### src/rtl/jk_seq_pkg.sv
// jk_seq_pkg: opcodes, JK codes and FSM states shared by the JK sequencer
package jk_seq_pkg;
   localparam logic [2:0] OP_NOP    = 3'b000;
   localparam logic [2:0] OP_CLEAR  = 3'b001;
   localparam logic [2:0] OP_LOAD   = 3'b010;
   localparam logic [2:0] OP_UP     = 3'b011;
   localparam logic [2:0] OP_DOWN   = 3'b100;
   localparam logic [2:0] OP_TOGGLE = 3'b101;
   localparam logic [1:0] JK_HOLD = 2'b00;
   localparam logic [1:0] JK_RST  = 2'b01;
   localparam logic [1:0] JK_SET  = 2'b10;
   localparam logic [1:0] JK_TGL  = 2'b11;
   typedef enum logic [1:0] {IDLE, EXEC, DONE} state_t;
endpackage

### src/rtl/jk_cell.sv
// jk_cell: single positive-edge JK flip-flop with async active-high reset to 0
module jk_cell
   import jk_seq_pkg::*;
(
   input  logic clk,
   input  logic rst,
   input  logic j,
   input  logic k,
   output logic q,
   output logic qbar
);
   // JK next-state: set, reset, toggle or hold
   always_ff @(posedge clk or posedge rst)
      if (rst) q <= 1'b0;
      else q <= {j, k} == JK_SET ? 1'b1 : {j, k} == JK_RST ? 1'b0 : {j, k} == JK_TGL ? ~q : q;
   assign qbar = ~q;
endmodule

### src/rtl/jk_seq_ctrl.sv
// jk_seq_ctrl: command sequencer driving W JK cells; define JK_SEQ_SAT_EN for saturating UP/DOWN
module jk_seq_ctrl
   import jk_seq_pkg::*;
#(
   parameter int W  = 4,
   parameter int CW = 8
) (
   input  logic            clk,
   input  logic            rst,
   input  logic            cmd_valid,
   output logic            cmd_ready,
   input  logic [2:0]      cmd_op,
   input  logic [W-1:0]    cmd_data,
   input  logic [CW-1:0]   cmd_count,
   output logic [W-1:0]    q,
   output logic [W-1:0]    qbar,
   output logic [2*W-1:0]  jk_mon,
   output logic            busy,
   output logic            done,
   output logic            err
);
   state_t state, state_n;
   logic [2:0] op_r;
   logic [W-1:0] data_r, ones, zeros;
   logic [CW-1:0] cnt_r;
   logic accept, direct, multi, sat_up, sat_dn;
   assign accept = cmd_valid && cmd_ready;
   assign multi = cmd_op == OP_UP || cmd_op == OP_DOWN;
   assign direct = cmd_op == OP_NOP || cmd_op > OP_TOGGLE || (multi && cmd_count == '0);
   assign cmd_ready = state == IDLE;
   assign busy = state != IDLE;
   assign done = state == DONE;
   assign err = done && op_r > OP_TOGGLE;
`ifdef JK_SEQ_SAT_EN
   assign sat_up = &q;
   assign sat_dn = ~|q;
`else
   assign sat_up = 1'b0;
   assign sat_dn = 1'b0;
`endif
   // state register
   always_ff @(posedge clk or posedge rst)
      if (rst) state <= IDLE;
      else state <= state_n;
   // next state: zero-step commands skip EXEC, EXEC leaves on its last step
   always_comb begin
      state_n = IDLE;
      state_n = state == IDLE ? (accept ? (direct ? DONE : EXEC) : IDLE) :
                state == EXEC ? (cnt_r == CW'(1) ? DONE : EXEC) : IDLE;
   end
   // command latch and step counter; single-step ops run exactly one EXEC cycle
   always_ff @(posedge clk or posedge rst)
      if (rst) begin
         op_r <= OP_NOP;
         data_r <= '0;
         cnt_r <= '0;
      end else if (accept) begin
         op_r <= cmd_op;
         data_r <= cmd_data;
         cnt_r <= multi ? cmd_count : CW'(1);
      end else if (state == EXEC) cnt_r <= cnt_r - CW'(1);
   genvar i;
   generate
      for (i = 0; i < W; i++) begin : g_cell
         localparam logic [W-1:0] LOW = (W'(1) << i) - W'(1);
         logic [1:0] code;
         assign ones[i] = (q & LOW) == LOW;
         assign zeros[i] = (q & LOW) == '0;
         assign code = state != EXEC ? JK_HOLD :
                       op_r == OP_CLEAR ? JK_RST :
                       op_r == OP_LOAD ? (data_r[i] ? JK_SET : JK_RST) :
                       op_r == OP_TOGGLE ? (data_r[i] ? JK_TGL : JK_HOLD) :
                       op_r == OP_UP ? (ones[i] && !sat_up ? JK_TGL : JK_HOLD) :
                       op_r == OP_DOWN ? (zeros[i] && !sat_dn ? JK_TGL : JK_HOLD) : JK_HOLD;
         assign jk_mon[2*i+1:2*i] = code;
         jk_cell u_cell (
            .clk(clk),
            .rst(rst),
            .j(code[1]),
            .k(code[0]),
            .q(q[i]),
            .qbar(qbar[i])
         );
      end
   endgenerate
endmodule

### config.mk
export PLATFORM = sky130hd
export DESIGN_NAME = jk_seq_ctrl
export DESIGN_NICKNAME = d
export VERILOG_FILES = /design/src/rtl/jk_seq_pkg.sv /design/src/rtl/jk_cell.sv /design/src/rtl/jk_seq_ctrl.sv
export SDC_FILE = /design/constraint.sdc
export NUM_CORES = 1
export LEC_CHECK = 0
export CORE_ASPECT_RATIO = 1.4
export CORE_UTILIZATION = 53
export CTS_CLUSTER_DIAMETER = 150
export DETAILED_ROUTE_END_ITERATION = 8
export PLACE_DENSITY = 0.85
export SYNTH_ARGS = -nofsm -noshare
export SYNTH_HDL_FRONTEND = slang
export SYNTH_SLANG_ARGS = --single-unit
### constraint.sdc
create_clock -name clk -period 5.1 [get_ports clk]
set_input_delay 1.53 -clock clk [delete_from_list [all_inputs] [get_ports clk]]
set_output_delay 1.53 -clock clk [all_outputs]
set_load 0.05 [all_outputs]
==> results.py <==
metrics = {
    "outcome": {
        "outcome": "complete, no violations",
    },
    "clock_network": {
        "cts_tree": "yes",
        "worstSkewPairLatency_ns": 0.31,
        "cts.reportedPaths.clkPinSlew_ns": 0.12,
        "numCtsBuffers": 3,
        "cts_setup_buffers": 0,
        "cts_max_level": 1,
        "cts_sinks": 21,
        "root_buffer": "clkbuf_4",
        "ctsHoldBuffers": 0,
        "cts.path.max_buffers": 2,
        "cts-resized-gates": 0,
    },
    "synth": {
        "synth.avg_cell_area_um2": 8.26,
        "synthMuxAreaShare_pct": 1.40,
        "synth_nets": 204,
        "synthTopCellsByArea": "dfrtp_1, buf_4, nand2_1",
        "synth_seq_cells": 21,
        "synth_top_family_by_area": "simple AND/OR/NAND/NOR gates",
        "synth_xor_area_share_pct": 3.46,
        "syn_area_um2": 1520,
        "syn_inst": 184,
        "synth-adder-area-share_pct": 1.65,
        "synth-main-ff-cell": "dfrtp_1",
        "synth_top_cell_area_share_pct": 34.6,
        "yosysUniqueCellTypes": 50,
        "synth-compound-area-share_pct": 20.3,
        "ys.warnings.count": 0,
        "synth.largest_area_cell": "dfrtp_1",
        "yosys.area_share.simple_pct": 25.7,
        "synth-edff-count": 0,
        "async_reset_ff_share_pct": 100,
        "synth_seq_area_share_pct": 34.6,
    },
    "setup_path": {
        "r2r_slack_ns": 3.15,
        "arrival_ns": 2.92,
        "cp_max_fo": 16,
        "path_class": "reg2out",
        "worst_setup_path_start_kind": "register",
        "rr_startpoint": "op_r[1]",
        "r2r_end": "g_cell[2].u_cell.q",
        "cp-end-kind": "output pin",
        "r2r_cells": 4,
        "worst-endpoint-required_ns": 3.57,
    },
    "sta": {
        "hold_viol": 0,
        "fin_crit_ns": 4.45,
        "final-max-slew-violation-count": 0,
        "fmax_mhz": 225,
        "rsz0062_at_grt": "no",
        "tns_ns": 0,
        "setup_violations": 0,
        "fin_crit_sh_pct": 87.3,
        "worst_slew_pin_slew_ns": 0.823,
        "holdWs_ns": 0.571,
        "fin_skew_ns": 0.0101,
        "slew_headroom_pct": 45.0,
        "fin_ws_ns": 0.648,
    },
    "pwr": {
        "p_total_mw": 1.33,
        "switching_share_pct": 54.8,
        "p_seq_share_pct": 26.9,
        "p_comb_share_pct": 66.9,
        "p_switching_mw": 0.726,
        "p_int_mw": 0.599,
        "pwr_density_cell_nw_per_um2": 724,
        "irDropWorstVdd_mv": 0.419,
        "p_clk_share_pct": 6.1,
        "power_leakage_nw": 0.788,
    },
    "finish": {
        "fill_cells": 232,
        "drive_gt1_share_pct": 5.85,
        "mostFrequentLayoutCells": "clkdlybuf4s50_1, nand2_1, dfrtp_1",
        "fin_util_pct": 68.6,
        "final_area_um2": 1830,
        "multiInputGateArea_um2": 797,
        "regArea_um2": 526,
        "final_common_cell": "clkdlybuf4s50_1",
        "fin_cells": 241,
        "fin_nets": 226,
        "area_delta_synth_final_pct": 20.6,
        "diodes": 0,
    },
    "worst_hold_path": {
        "hold_path_end": "data_r[0]",
        "worstHoldPathCells": 2,
        "hp-start": "data_r[0]",
        "holdCritPathClass": "reg2reg",
    },
    "place": {
        "dp.cells": 237,
        "portBuffers": 37,
        "dpl_worst_slack_ns": 0.997,
        "placed_cell_area_um2": 1810,
        "dp_hpwl_mm": 2.75,
        "gp_congestion": 0.849,
    },
    "global_route": {
        "grt_remaining_overflow": 0,
        "first_global_vias": 1449,
        "grtUsageTotal_pct": 27.3,
        "grt_max_degree": 22,
        "antenna_found_initial": 0,
        "grt_first_pass_wirelength_mm": 6.19,
    },
    "floorplanning": {
        "die_area_um2": 3090,
        "core_um2": 2670,
        "row_count": 22,
        "fp.dieH_um": 65.3,
        "ios": 38,
        "start_util_pct": 56.9,
        "fp.dieW_um": 47.2,
    },
    "drt": {
        "dr.pass1.iters": 4,
        "vias": 1439,
        "ant_nets": 0,
        "drc_errors": 0,
        "vias_per_cell": 5.97,
        "wl_mm": 3.63,
        "drt-initial-drc-count": 50,
        "wl_per_cell_um": 15.1,
    },
    "flow_run": {
        "maxCapViolations": 0,
    },
}
worst max path at each step:
stage / start / to / slack (ns) / depth (start not counted)
4_1_cts: op_r[0] / jk_mon[7] / 0.66 / 5
6_report: op_r[1] / jk_mon[5] / 0.65 / 5
3_5_place_dp: op_r[0] / jk_mon[7] / 1.0 / 5
5_1_grt: op_r[1] / jk_mon[5] / 0.44 / 5
2_1_floorplan: state[1] / err / 1.86 / 2
3_3_place_gp: op_r[0] / jk_mon[7] / 1.06 / 5
cell usage after synthesis, types with 2 or more instances:
cell type	count
nor4_1	3
clkbuf_1	5
o21ai_0	12
o31ai_1	3
nor2b_1	4
nand2b_1	4
dfrtp_1	21
a211oi_1	3
or2_2	2
a31oi_1	4
nor3_1	7
buf_4	16
nand4b_1	2
a21o_1	2
inv_1	14
a32oi_1	2
a21oi_1	5
nor3b_1	2
ha_1	2
nand3b_1	2
nand2_1	26
and3_1	2
nor2_1	8
xor2_1	5
o22ai_1	3
metal layers:
metal | vias up | global-route usage [%] | wire length [um]
li1 | 678 | - | -
met1 | 709 | 30.8 | 1450
met2 | 47 | 49.3 | 2040
met3 | 5 | 3.85 | 117
met4 | 0 | 9.29 | 29
met5 | - | 0 | 0
logic make-up after synthesis:
group | after synthesis
xor gates and xnor gates | 6
muxes | 2
buffers and inverters | 36
AOI/OAI and AO/OA | 45
DFF | 21
and+or+nand+nor | 72
adders and majority gates | 2
worst max-delay path, cell delays in order (launching register included):
cell	delay, ns
dfrtp_1	0.64
nor3b_1	0.54
o21ai_0	0.19
a311o_1	0.40
inv_1	0.07
clkdlybuf4s50_1	0.79
power groups by stage:
stage          Clock, mW  Sequential [mW]  Combinational [mW]
2_1_floorplan          0            0.308               0.754
3_3_place_gp           0            0.347               0.863
3_5_place_dp           0            0.357               0.884
4_1_cts           0.0835            0.353               0.889
5_1_grt           0.0926            0.367               0.956
6_report          0.0814            0.357               0.888
area by class of cell:
type | instances | area share [%]
timing repair buffer | 39 | 21.0
sequential | 21 | 28.7
multi-input combinational | 127 | 43.5
inverter | 14 | 2.87
tap | 36 | 2.46
clock buffer | 4 | 1.43
flip-flops by register name (all words and copies together) (netlist names):
name	cells
g_cell.u_cell.q	4
data_r	4
cnt_r	8
state	2
op_r	3
No activity file was read; power rests on OpenSTA's default activity.
